--- src/rtl/dbg_view_sched.sv ---
// dbg_view_sched: picks the 7-segment debug word from the instr, RF, ALU or DM view.
// RF and DM words are fetched over req/ack read ports; the display word is registered.
module dbg_view_sched #(
  parameter int DM_DATA_NUM = 7,
  parameter int ACK_TIMEOUT = 15
) (
  input  logic        clk,
  input  logic        rstn,
  input  logic        step_i,
  input  logic [3:0]  mode_i,
  input  logic [31:0] instr_i,
  input  logic [31:0] alu_a_i,
  input  logic [31:0] alu_b_i,
  input  logic [31:0] alu_c_i,
  input  logic        alu_zero_i,
  output logic        rf_req_o,
  output logic [4:0]  rf_addr_o,
  input  logic        rf_ack_i,
  input  logic [31:0] rf_data_i,
  output logic        dm_req_o,
  output logic [5:0]  dm_addr_o,
  input  logic        dm_ack_i,
  input  logic [31:0] dm_data_i,
  output logic [31:0] disp_data_o,
  output logic        disp_valid_o,
  output logic        busy_o,
  output logic        timeout_o
);
  typedef enum logic {IDLE, WAIT} state_t;
  state_t state, state_n;
  logic [4:0] rf_idx;
  logic [5:0] dm_idx;
  logic [2:0] alu_ph;
  logic [7:0] cnt;
  logic [3:0] mode_q;
  logic one_hot, v_instr, v_rf, v_alu, v_dm, chg, stp, marker, ack, tmo, done;
  logic [31:0] alu_word;
  logic unused_dm;
  assign unused_dm = ^dm_data_i[31:8];
  assign busy_o = (state == WAIT);
  always_comb begin
    one_hot  = (mode_i != 4'd0) && ((mode_i & (mode_i - 4'd1)) == 4'd0);
    v_instr  = !one_hot || mode_i[3];
    v_rf     = one_hot && mode_i[2];
    v_alu    = one_hot && mode_i[1];
    v_dm     = one_hot && mode_i[0];
    chg      = (mode_i != mode_q);
    stp      = step_i && !chg && (state == IDLE);
    marker   = (dm_idx == 6'(DM_DATA_NUM));
    ack      = (state == WAIT) && (rf_req_o ? rf_ack_i : dm_ack_i);
    tmo      = (state == WAIT) && !ack && (cnt == 8'(ACK_TIMEOUT - 1));
    done     = (state == WAIT) && !chg && (ack || tmo);
    state_n  = (state == IDLE) ? ((stp && (v_rf || (v_dm && !marker))) ? WAIT : IDLE)
                               : ((chg || ack || tmo) ? IDLE : WAIT);
    alu_word = (alu_ph == 3'd0) ? 32'hFFFF_FFFF :
               (alu_ph == 3'd1) ? alu_a_i :
               (alu_ph == 3'd2) ? alu_b_i :
               (alu_ph == 3'd3) ? alu_c_i : {31'b0, alu_zero_i};
  end
  always_ff @(posedge clk or negedge rstn)
    if (!rstn) state <= IDLE;
    else state <= state_n;
  always_ff @(posedge clk or negedge rstn) begin
    if (!rstn) begin
      rf_idx       <= '0;
      dm_idx       <= '0;
      alu_ph       <= '0;
      cnt          <= '0;
      mode_q       <= '0;
      rf_req_o     <= 1'b0;
      rf_addr_o    <= '0;
      dm_req_o     <= 1'b0;
      dm_addr_o    <= '0;
      disp_data_o  <= '0;
      disp_valid_o <= 1'b0;
      timeout_o    <= 1'b0;
    end else begin
      mode_q       <= mode_i;
      disp_valid_o <= 1'b0;
      timeout_o    <= 1'b0;
      cnt          <= (state == WAIT && state_n == WAIT) ? cnt + 8'd1 : 8'd0;
      rf_req_o     <= (state_n == WAIT) && ((state == WAIT) ? rf_req_o : v_rf);
      dm_req_o     <= (state_n == WAIT) && ((state == WAIT) ? dm_req_o : v_dm);
      if (stp && v_rf) rf_addr_o <= rf_idx;
      if (stp && v_dm && !marker) dm_addr_o <= dm_idx;
      if (chg) begin
        rf_idx <= '0;
        dm_idx <= '0;
        alu_ph <= '0;
      end else if (stp && v_alu) begin
        disp_data_o  <= alu_word;
        disp_valid_o <= 1'b1;
        alu_ph       <= (alu_ph == 3'd4) ? 3'd0 : alu_ph + 3'd1;
      end else if (stp && v_dm && marker) begin
        disp_data_o  <= 32'hFFFF_FFFF;
        disp_valid_o <= 1'b1;
        dm_idx       <= '0;
      end else if (done) begin
        disp_data_o  <= tmo ? 32'hDEAD_DEAD : (rf_req_o ? rf_data_i : {24'b0, dm_data_i[7:0]});
        disp_valid_o <= 1'b1;
        timeout_o    <= tmo;
        if (rf_req_o) rf_idx <= rf_idx + 5'd1;
        else dm_idx <= dm_idx + 6'd1;
      end
      if (v_instr) disp_data_o <= instr_i;
    end
  end
endmodule

--- config.mk ---
export PLATFORM = sky130hd
export DESIGN_NAME = dbg_view_sched
export DESIGN_NICKNAME = d
export VERILOG_FILES = /design/src/rtl/dbg_view_sched.sv
export SDC_FILE = /design/constraint.sdc
export NUM_CORES = 1
export LEC_CHECK = 0
export BUFFER_PORTS_ARGS = -buffer_cell sky130_fd_sc_hd__buf_2
export CAP_MARGIN = 20
export CORE_MARGIN = 2
export CORE_UTILIZATION = 47
export CTS_CLUSTER_SIZE = 25
export DETAILED_ROUTE_END_ITERATION = 6
export PLACE_DENSITY = 0.89
export REMOVE_ABC_BUFFERS = 1
export SLEW_MARGIN = 15
export SYNTH_ARGS = -nofsm -noshare
export SYNTH_HDL_FRONTEND = slang
export SYNTH_SLANG_ARGS = --single-unit
export TNS_END_PERCENT = 1
--- constraint.sdc ---
create_clock -name clk -period 2.4 [get_ports clk]
set_input_delay 0.12 -clock clk [delete_from_list [all_inputs] [get_ports clk]]
set_output_delay 0.12 -clock clk [all_outputs]
set_load 0.01 [all_outputs]
* Word level (Yosys, flattened, before mapping) *
Cells that the tools add are included.
W data, S select, Z words.

cells by class
  eq/ne operators = 11
  $mul = 0
  reduce and logical (&&, ||, !) cells = 41
  $lt $le $gt $ge = 0
  mux-type cells = 39
  shifts and indexed selects = 0
  bitwise logic cells = 2
  div/mod/pow operators = 0
  $add $sub $neg = 5

operators with widths
  operator               number
  $mux W32               11
  $mux W6                5
  $mux W5                5
  $logic_and A1 B1 Y1    21
  $mux W1                14
  $mux W3                3
  $add A8 B1 Y8 const B  1
  $eq A8 B4 Y1 const B   1
  $mux W8                1
  $reduce_bool A4 Y1     2
  $add A6 B1 Y6 const B  1
  $eq A3 B2 Y1 const B   2
  $eq A6 B3 Y1 const B   1
  $ne A2 B2 Y1 const B   3
  $reduce_bool A2 Y1     3
  $add A5 B1 Y5 const B  1
  $logic_or A1 B1 Y1     5
  $and A4 B4 Y4          1
  $logic_not A1 Y1       4
  $logic_not A4 Y1       1
  $ne A4 B4 Y1           1
  $reduce_and A4 Y1      1
  $sub A4 B1 Y4 const B  1
  $add A3 B1 Y3 const B  1
  8 further kinds        8

word-level totals
  memory bits (writable) = 0
  logic and storage cells = 111
  memory bits (read-only) = 0
  memories kept = 0
  output and inout port bits = 48
  register bits after elaboration = 74
  bits in latches = 0

* Depth between registers and ports, before layout *
Gate-level depths: netlist of the first run.

  depth in word-level cells = 12
  mapped depth = 10
  gate-level depth less buffers = 7

* Least setup slack after synthesis of the first run *
Ideal clock, no wire load.

  path kind = flip-flop to flip-flop
  start = reg cnt[4]
  end = reg disp_data_o[15]
  setup time = 0.126 ns
  required time = 2.274 ns
  buffers on the path = 2
  period minus slack after synthesis = 2.217 ns
  data arrival time = 2.091 ns
  cell stages (with the launch flop) = 8
  slack = 0.183 ns
  cells stage by stage = dfrtp_1 or4b_1 o21bai_1 nand3_1 and2_4 buf_6 buf_6 a221o_1

on the way
  longest elaborated chain between the ends = 8

ends and longest elaborated chain
  item                      RTL line  text
  start: declaration        34        logic [7:0] cnt;
  start signal: assignment  81        cnt <= (state == WAIT && state_n == WAIT) ? cnt + 8'd1 : 8'd0;
  $eq A8 B4 Y1 (*)          51        tmo = (state == WAIT) && !ack && (cnt == 8'(ACK_TIMEOUT - 1));
  $logic_and A1 B1 Y1 (*)   51
  $mux W32                  99        disp_data_o <= tmo ? 32'hDEAD_DEAD : (rf_req_o ? rf_data_i : {24'b0, dm_data_i[7:0]});
  $mux W32                  98        end else if (done) begin
  $mux W32                  94        end else if (stp && v_dm && marker) begin
  $mux W32                  90        end else if (stp && v_alu) begin
  $mux W32                  86        if (chg) begin
  $mux W32                  105       if (v_instr) disp_data_o <= instr_i;
  end signal: assignment    91        disp_data_o <= alu_word;
  end signal: assignment    99
  end signal: assignment    105
  end: declaration          24        output logic [31:0] disp_data_o,

Every way passes the cells marked *; elsewhere a longest branch is shown, timed or not. The select of a mux whose other input is x is not followed.
A chain may end at the register's enable or synchronous reset.

* Worst setup path in the final report of the first run *
  start = in mode_i[2]
  end = reg disp_data_o[8]

on the way
  longest elaborated chain between the ends = 11

ends and longest elaborated chain
  item                               RTL line  text
  start: declaration                 10        input logic [3:0] mode_i,
  $sub A4 B1 Y4                      42        one_hot = (mode_i != 4'd0) && ((mode_i & (mode_i - 4'd1)) == 4'd0);
  $and A4 B4 Y4                      42
  $logic_not A4 Y1                   42
  $logic_and A1 B1 Y1                42
  $logic_and A1 B1 Y1                46        v_dm = one_hot && mode_i[0];
  $logic_and A1 B1 Y1 (2 in series)  94
  $mux W32                           94
  $mux W32                           90
  $mux W32                           86
  $mux W32                           105

Parallel ways exist; a longest one is shown, timed or not. The select of a mux whose other input is x is not followed.

==> flow_summary.yaml, run 1 <==
run_status:
  outcome: "complete, but fails checks"
  violations: "DRC"
setup_path:
  critical_path.endpoint_type: "register"
  crit_buf_inv: 2
  reg2reg_depth: 5
  crit_arrival_ns: 2.58
  worst-path-max-fanout: 10
  critPathRequiredTime_ns: 2.65
  cp.depth: 7
  critPathMaxStageDelay_ns: 0.59
  cpLargestDelayFamily: "simple AND/OR/NAND/NOR gates"
  critPathSlowestCell: "or4_4"
  path_class: "in -> reg"
  worstSetupStartpointType: "primary input"
  crit_chain: "dlygate4sd3_1, buf_2, nor4b_4, a211oi_1, or4_4, and3_1, a221o_1"
detailed_routing:
  num_vias: 5684
  top_layer: "met4"
  drc: 1
  viasPerCell: 6.01
  post_drt_wl_per_cell_um: 18.3
  met2_length_mm: 8.70
  dr.first_iter.drc_count: 484
  antenna_violating_nets_post_route: 0
  wl_met3_mm: 1.25
  firstDrtPassIters: 7
  finalWirelength_mm: 17.3
  drt-met1-wl_mm: 6.99
clock_tree:
  clk_latency_ns: 0.37
  cts_made_buffers: 9
  h-tree-depth: 3
  cts_tree: "done"
  clk_pin_slew_ns: 0.09
  cts-root-buf: "clkbuf_8"
  clock_sinks: 74
  clock_path_buffers: 2
global_routing:
  grt_pass1_wl_mm: 25.8
  grt_max_degree: 75
  overflow: 0
  grt_use_total: 0.279
  antenna_found_initial: 0
  grt_pass1_vias: 5321
power:
  p_total_w: 0.00293
  seqPwrFrac: 0.457
  p_int_w: 0.00208
  leakage_nw: 3.17
  p_comb_frac: 0.180
  power_density_nw_per_um2: 416
  clockPowerShare: 0.363
  p_sw_frac: 0.290
  p_sw_w: 0.000849
  max-vdd-ir-drop_mv: 0.381
floorplanning:
  die_w_um: 109
  rows: 38
  die_height_um: 109
  core_um2: 10800
  initial_utilization: 0.480
  io_pins: 250
  dieArea_um2: 11900
synth:
  yosysUniqueCellTypes: 59
  yosys_warnings: 0
  yosys.area_share.adder: 0.0217
  synth_seq_cells: 74
  syn_area_um2: 5200
  synth_flop_cell: "dfrtp_1"
  async_reset_ff_frac: 1.00
  synthMuxAreaShare: 0.0529
  synth_top_family_by_area: "compound AO/OA/AOI/OAI gates"
  synth-edff-count: 0
  syn_inst: 562
  synthSimpleGateAreaFrac: 0.223
  ys_seq_area_frac: 0.356
  syn_avg_cell_area_um2: 9.25
  synth-compound-area-share: 0.268
  synthXorXnorAreaFrac: 0.0202
timing:
  setup_tns_ns: 0
  max_slew_margin: 0.349
  maxSlewViolCount: 0
  max_freq_ghz: 0.429
  tightest_slew_ns: 0.977
  period_needed_ns: 2.33
  hold_viol_final: 0
  rsz0062_at_grt: "false"
  setup-violations-final: 0
  finalCritPeriodShare: 0.971
  skew_ns: 0.0144
placement:
  gp_congestion: 0.842
  dp_hpwl_mm: 12.0
  placedInstanceArea_um2: 6500
  port_buffers: 225
cells_and_area:
  multi_input_area_um2: 3060
  finalInstanceArea_um2: 7030
  drive_gt1_frac: 0.432
  utilization: 0.649
  diodes: 0
  nNetsFinal: 1011
  n_fill_cell: 879
  regArea_um2: 1850
  syn2layout_area_growth_pct: 35.2
job:
  drv_cap: 0
hold_path:
  hp-class: "in -> reg"
  whs_path_depth: 2
-- synth_stat cells (2+ instances only) --
cell / number / share of area
a211o_1: 6 / 0.010
a21oi_1: 12 / 0.012
a221o_1: 24 / 0.046
a221oi_1: 7 / 0.012
a221oi_2: 20 / 0.058
a31o_2: 26 / 0.044
a31oi_1: 6 / 0.0072
a32oi_1: 6 / 0.010
and2_1: 39 / 0.047
and3_1: 6 / 0.0072
buf_1: 3 / 0.0022
buf_2: 10 / 0.0096
buf_6: 5 / 0.011
clkbuf_1: 40 / 0.029
dfrtp_1: 74 / 0.36
ha_1: 9 / 0.022
inv_1: 7 / 0.0051
mux2_2: 20 / 0.043
mux2i_1: 5 / 0.0096
nand2_1: 49 / 0.035
nand2b_1: 4 / 0.0048
nand3_1: 43 / 0.041
nand4_1: 9 / 0.011
nand4b_1: 2 / 0.0034
nor2_1: 44 / 0.032
nor2b_1: 5 / 0.0060
nor4b_1: 2 / 0.0034
o2111ai_1: 17 / 0.029
o21a_1: 6 / 0.0087
o21ai_0: 10 / 0.0096
o21ai_1: 5 / 0.0048
or3_1: 4 / 0.0048
xnor2_1: 5 / 0.0084
xor2_1: 7 / 0.012
-- cell usage in the layout, fill, tap and decap left out, drive strengths merged, types with 12 or more instances in the layout --
cell         count
a21oi           12
a221o           24
a221oi          27
a31o            26
and2            40
buf            254
dfrtp           74
dlygate4sd3     32
inv             12
mux2            20
nand2           49
nand3           43
nor2            44
o2111ai         17
o21ai           15
-- cell families after synthesis --
group           count (synthesis)
fa+ha+maj                       9
buf+inv                        66
mux                            25
compound gates                156
flops                          74
simple gates                  220
xor+xnor                       12
-- per-layer routing --
metal | vias to the layer above | GRT usage
met2 | 269 | 0.491
met3 | 36 | 0.0496
met4 | 0 | 0.100
met5 | - | 0
li1 | 2602 | -
met1 | 2777 | 0.340
-- stage by stage --
stage | hold slack, ns | instances | setup WS, ns
global placement | 0.333 | 897 | 0.240
finish | 0.0233 | 945 | 0.0688
global route | 0.0108 | 945 | 0.00503
CTS | 0.00807 | 945 | 0.107
detailed placement | 0.337 | 897 | 0.178
floorplan | -0.176 | 503 | -1.13
-- registers in the layout, indices dropped and copies added, names as in the netlist, 3 cells and up --
| name | cells |
|---|---|
| disp_data_o | 32 |
| dm_addr_o | 6 |
| rf_idx | 5 |
| rf_addr_o | 5 |
| mode_q | 4 |
| cnt | 8 |
| alu_ph | 3 |
| dm_idx | 6 |
-- path summary, 6_finish.rpt --
check	start	end	slack, ns
max	mode_i[2]	disp_data_o[8]	0.07
min	instr_i[16]	disp_data_o[16]	0.02
max reg2reg	cnt[5]	disp_data_o[8]	0.15
min reg2reg	disp_data_o[13]	disp_data_o[13]	0.50
max in group asynchronous	rstn	disp_data_o[3]	1.32
min in group asynchronous	rstn	rf_addr_o[0]	0.45
-- final cells by class --
type,count,share of cell area
repair buffers,286,0.243
clock inverters,7,0.0119
well taps,140,0.0249
multi-input cells,422,0.435
flip-flops and latches,74,0.263
inverters,7,0.00374
clock buffers,9,0.0176
-- power groups by stage --
stage | sequential (W) | clock, W | combinational (W)
floorplan | 0.00139 | 0 | 0.000157
global placement | 0.00136 | 0 | 0.000473
detailed placement | 0.00136 | 0 | 0.000481
CTS | 0.00134 | 0.00108 | 0.000525
global route | 0.00134 | 0.00112 | 0.000570
finish | 0.00134 | 0.00106 | 0.000528
-- timing repair --
action,4_1_cts,5_1_grt
setup buffers,0,0
hold endpoints to repair,105,0
gates resized for setup,0,1
setup endpoints to repair,0,1
hold buffers,32,0
-- worst reg2reg max path, stage by stage (launching register included) --
cell and delay [ns]:
dfrtp_1 0.42, or4b_1 0.62, o21bai_2 0.23, nand3_1 0.16
and3_1 0.33, a221o_1 0.36
(Power assumes the default switching activity.)
==> run 2, diff against run 1 <==
BUFFER_PORTS_ARGS = -buffer_cell sky130_fd_sc_hd__buf_4   (was -buffer_cell sky130_fd_sc_hd__buf_2)
==> run 2 against run 1 <==
Against the previous run: the run now ends clean; first-iteration DRC count is 7.9% lower; die area did not move; global-route usage is 2.0 points higher; power rose by 2.3%; worst hold slack got worse by 0.011 ns; via count increased by 0.58%; final area is 7.0% higher; clock skew decreased by 0.0050 ns; routed wire length up 6.1%; cell count fell by 0.74%; non-clock buffer count is 7 lower; critical path type unchanged; largest cell class unchanged; largest power group unchanged; highest routed layer unchanged.
==> flow_summary.yaml, run 2 (synthesis results as in run 1) <==
setup_path:
  critPathMaxStageDelay_ns: 0.58
  r2r-start: "cnt[4]"
  path_class: "in -> reg"
  cpLargestDelayFamily: "buffers and inverters"
  critPathSlowestCell: "or4_4"
  r2r_end: "disp_data_o[12]"
  reg2reg_depth: 7
  rrSetupSlack_ns: 0.10
  worstSetupStartpointType: "primary input"
  crit_buf_inv: 3
  crit_top_cell: "buf_4"
  critical_path.endpoint_type: "register"
  critPathRequiredTime_ns: 2.68
  worst-path-max-fanout: 23
  crit_chain: "dlygate4sd3_1, buf_4, nor4b_4, a211oi_1, or4_4, buf_4, a221oi_2, a221o_1"
  crit_arrival_ns: 2.60
clock_tree:
  cts-root-buf: "clkbuf_8"
  clk_latency_ns: 0.35
  cts_tree: "done"
  cts_made_buffers: 9
  clock_sinks: 74
  clk_pin_slew_ns: 0.09
  clock_path_buffers: 2
  h-tree-depth: 3
timing:
  setup-violations-final: 0
  maxSlewViolCount: 0
  period_needed_ns: 2.32
  fin_ws_ns: 0.0827
  skew_ns: 0.00938
  max_slew_margin: 0.356
  setup_tns_ns: 0
  rsz0062_at_grt: "true"
  hold_viol_final: 0
  finalCritPeriodShare: 0.966
  holdWs_ns: 0.0127
  tightest_slew_ns: 0.967
  max_freq_ghz: 0.432
detailed_routing:
  finalWirelength_mm: 18.3
  antenna_violating_nets_post_route: 0
  post_drt_wl_per_cell_um: 19.5
  drc: 0
  num_vias: 5717
  firstDrtPassIters: 5
  viasPerCell: 6.09
  dr.first_iter.drc_count: 446
global_routing:
  overflow: 0
  grt_use_total: 0.299
  antenna_found_initial: 0
  grt_max_degree: 75
  grt_pass1_vias: 5668
  grt_pass1_wl_mm: 27.8
hold_path:
  whs_path_depth: 2
  hp-class: "in -> reg"
  hold-path-endpoint: "disp_data_o[21]"
  hold_start: "instr_i[21]"
cells_and_area:
  multi_input_area_um2: 3070
  n_fill_cell: 796
  drive_gt1_frac: 0.439
  final_cell_mix: "buf_4, dfrtp_1, nand2_1"
  regArea_um2: 1850
  reg.largest.list: "disp_data_o x32, cnt x8"
  diodes: 0
  largest_register_ffs: 32
  top_register: "disp_data_o"
  utilization: 0.694
  syn2layout_area_growth_pct: 44.6
  final_common_cell: "buf_4"
  nNetsFinal: 1004
floorplanning:
  rows: 38
  io_pins: 250
  die_height_um: 109
  initial_utilization: 0.480
  die_w_um: 109
  core_um2: 10800
  dieArea_um2: 11900
power:
  max-vdd-ir-drop_mv: 0.398
  leakage_nw: 3.31
  p_total_w: 0.00299
  power_density_nw_per_um2: 398
run_status:
  outcome: "finished clean"
placement:
  dp_hpwl_mm: 13.0
  place_ws_ns: 0.135
  gp_congestion: 0.906
  port_buffers: 225
job:
  drv_cap: 0
## run 2: cell types whose count changed in the layout (fill, tap and decap cells not counted), sizes merged
| cell | previous run | this run |
|---|---|---|
| clkbuf | 9 | 10 |
| inv | 12 | 8 |
| clkinv | 0 | 3 |
| dlygate4sd3 | 32 | 25 |
## run 2: worst max-delay path by stage
| stage | slack [ns] | start | depth (start not counted) | end |
|---|---|---|---|---|
| after floorplan | -1.13 | mode_i[2] | 4 | disp_data_o[13] |
| after global placement | 0.19 | cnt[4] | 7 | disp_data_o[7] |
| after detailed placement | 0.14 | cnt[4] | 7 | disp_data_o[16] |
| after CTS | 0.07 | mode_i[2] | 7 | disp_data_o[24] |
| after global routing | -0.02 | mode_i[2] | 8 | disp_data_o[0] |
| final | 0.08 | mode_i[2] | 8 | disp_data_o[12] |
## run 2: area by class of cell
class                   instances  share of cell area
multi-input cells             422               0.408
clock inverters                 6             0.00865
inverters                       7             0.00349
clock buffers                  10              0.0183
well taps                     140              0.0233
flip-flops and latches         74               0.246
repair buffers                279               0.292
## run 2: per-layer routing
metal | vias to the layer above | global-route usage | part of all wire
met4 | 0 | 0.118 | 0.029
met1 | 2761 | 0.354 | 0.38
li1 | 2584 | - | -
met5 | - | 0 | 0
met2 | 321 | 0.537 | 0.51
met3 | 51 | 0.0502 | 0.080
## run 2: what timing repair did
item                                    in CTS  in global routing
gates resized for setup                      0                  2
endpoints found under the hold margin       95                  3
endpoints found under the setup margin       0                  4
hold buffers                                22                  3
setup buffers                                0                  0
## run 2: through the flow
stage | instances | area (um2)
after floorplan | 503 | 4920
after global placement | 897 | 7060
after detailed placement | 897 | 7060
after CTS | 935 | 7480
after global routing | 938 | 7520
final | 938 | 7520
## run 2: where the power goes
| group | internal (W) | switching, W |
|---|---|---|
| registers | 0.00131 | 0.0000357 |
| clock network | 0.000511 | 0.000506 |
| logic | 0.000373 | 0.000263 |
==> run 3, diff against run 2 <==
CORE_MARGIN = unset   (was 2)
SETUP_SLACK_MARGIN = 0.5   (was unset)
==> run 3 against run 2 <==
Against the previous run: sequential share of layout area shrank 0.56 points; power grew 4.8%; die area shrank 3.6%; cell count grew 0.75%; maximum frequency grew 8.9%; critical endpoint is now disp_data_o[19]; largest cell class unchanged.
==> flow_summary.yaml, run 3 (synthesis results as in run 1) <==
run_status:
  outcome: "finished clean"
global_routing:
  use_met1: 0.388
  met3_usage: 0.0505
  grt_pass1_vias: 5741
  grt_use_total: 0.320
  antenna_found_initial: 0
  overflow: 0
  met2_usage: 0.543
  busiest_layer: "met2"
  grt_pass1_wl_mm: 28.6
  grt_max_degree: 75
power:
  leakage_nw: 3.37
  power_density_nw_per_um2: 407
  max-vdd-ir-drop_mv: 0.326
cells_and_area:
  finalInstanceArea_um2: 7700
  syn2layout_area_growth_pct: 48.1
  diodes: 0
  multi_input_area_um2: 3110
  reg.largest.list: "disp_data_o x32, cnt x8"
  top_register: "disp_data_o"
  regArea_um2: 1850
  final_common_cell: "buf_4"
  drive_gt1_frac: 0.450
  final_cell_mix: "buf_4, dfrtp_1, nand2_1"
  largest_register_ffs: 32
  n_fill_cell: 739
  nNetsFinal: 1011
placement:
  dp_hpwl_mm: 12.8
  place_ws_ns: 0.132
  placedInstanceArea_um2: 7040
  gp_congestion: 0.891
  port_buffers: 225
clock_tree:
  clock_sinks: 74
  cts-root-buf: "clkbuf_8"
  clock_path_buffers: 2
  cts_made_buffers: 9
  clk_latency_ns: 0.36
  cts_tree: "done"
  h-tree-depth: 3
  clk_pin_slew_ns: 0.08
timing:
  hold_viol_final: 0
  period_needed_ns: 2.13
  fin_ws_ns: 0.273
  max_slew_margin: 0.342
  maxSlewViolCount: 0
  tightest_slew_ns: 0.987
  setup-violations-final: 0
  finalCritPeriodShare: 0.886
  setup_tns_ns: 0
  skew_ns: 0.0155
  rsz0062_at_grt: "true"
  max_freq_ghz: 0.470
setup_path:
  r2r-start: "dm_idx[3]"
  worst-path-max-fanout: 18
  rrSetupSlack_ns: 0.27
  crit_arrival_ns: 2.36
  r2r_end: "disp_data_o[19]"
  path_class: "reg -> reg"
  crit_start: "dm_idx[3]"
  worstSetupStartpointType: "register"
  reg2reg_depth: 5
  critPathRequiredTime_ns: 2.63
  critical_path.endpoint_type: "register"
detailed_routing:
  post_drt_wl_per_cell_um: 19.6
  num_vias: 5775
  firstDrtPassIters: 7
  finalWirelength_mm: 18.5
  viasPerCell: 6.11
  drc: 0
  antenna_violating_nets_post_route: 0
  dr.first_iter.drc_count: 574
hold_path:
  hold_start: "instr_i[11]"
  whs_path_depth: 3
  hp-class: "in -> reg"
  hold-path-endpoint: "disp_data_o[11]"
floorplanning:
  io_pins: 250
  die_w_um: 107
  dieArea_um2: 11500
  core_um2: 10800
  initial_utilization: 0.482
  rows: 38
  die_height_um: 107
job:
  drv_cap: 0
run 3: cell type report:
type                            instances  share of cell area
Timing Repair Buffer                  286               0.298
Clock inverter                          5              0.0110
Inverter                                7             0.00341
Clock buffer                           11              0.0197
Multi-Input combinational cell        422               0.404
Sequential cell                        74               0.241
Tap cell                              140              0.0227
run 3: timing repair:
| action | 4_1_cts | 5_1_grt |
|---|---|---|
| cloned | 1 | 0 |
| endpoints found under the setup margin | 58 | 64 |
| setup buffers | 3 | 3 |
| hold endpoints to repair | 101 | 0 |
| resized for setup | 14 | 5 |
| hold buffers | 28 | 0 |
| pin swaps | 19 | 5 |
run 3: through the flow:
step	power (W)	std cells	hold slack [ns]	util
6_report	0.00314	945	0.0141	0.714
3_3_place_gp	0.00194	894	0.312	0.652
5_1_grt	0.00325	945	0.00624	0.714
2_1_floorplan	0.00154	503	-0.176	-
4_1_cts	0.00315	942	0.000327	0.710
3_5_place_dp	0.00196	894	0.319	0.652
run 3: power breakdown:
group	leakage [nW]	switching, W	internal (W)
Sequential	0.958	0.0000359	0.00131
Combinational	2.30	0.000265	0.000378
Clock	0.116	0.000506	0.000648
run 3: how the worst max path moves through the flow:
stage          cells past startpoint              end  slack (ns)
2_1_floorplan                      4  disp_data_o[13]       -1.13
3_5_place_dp                       5  disp_data_o[24]        0.13
5_1_grt                            7  disp_data_o[18]        0.19
3_3_place_gp                       6        rf_idx[3]        0.19
6_report                           5  disp_data_o[19]        0.27
4_1_cts                            7  disp_data_o[30]        0.28
run 3: critical path, stage by stage (launching register included):
cell     delay [ns]
dfrtp_2        0.45
nor4b_1        0.31
a31oi_1        0.12
or4_4          0.50
and2_4         0.27
a221o_1        0.34
run 3: routing by layer:
| layer | routed length (um) | vias to the layer above |
|---|---|---|
| met5 | 0 | - |
| li1 | - | 2595 |
| met3 | 1590 | 69 |
| met2 | 8980 | 335 |
| met4 | 748 | 0 |
| met1 | 7220 | 2776 |
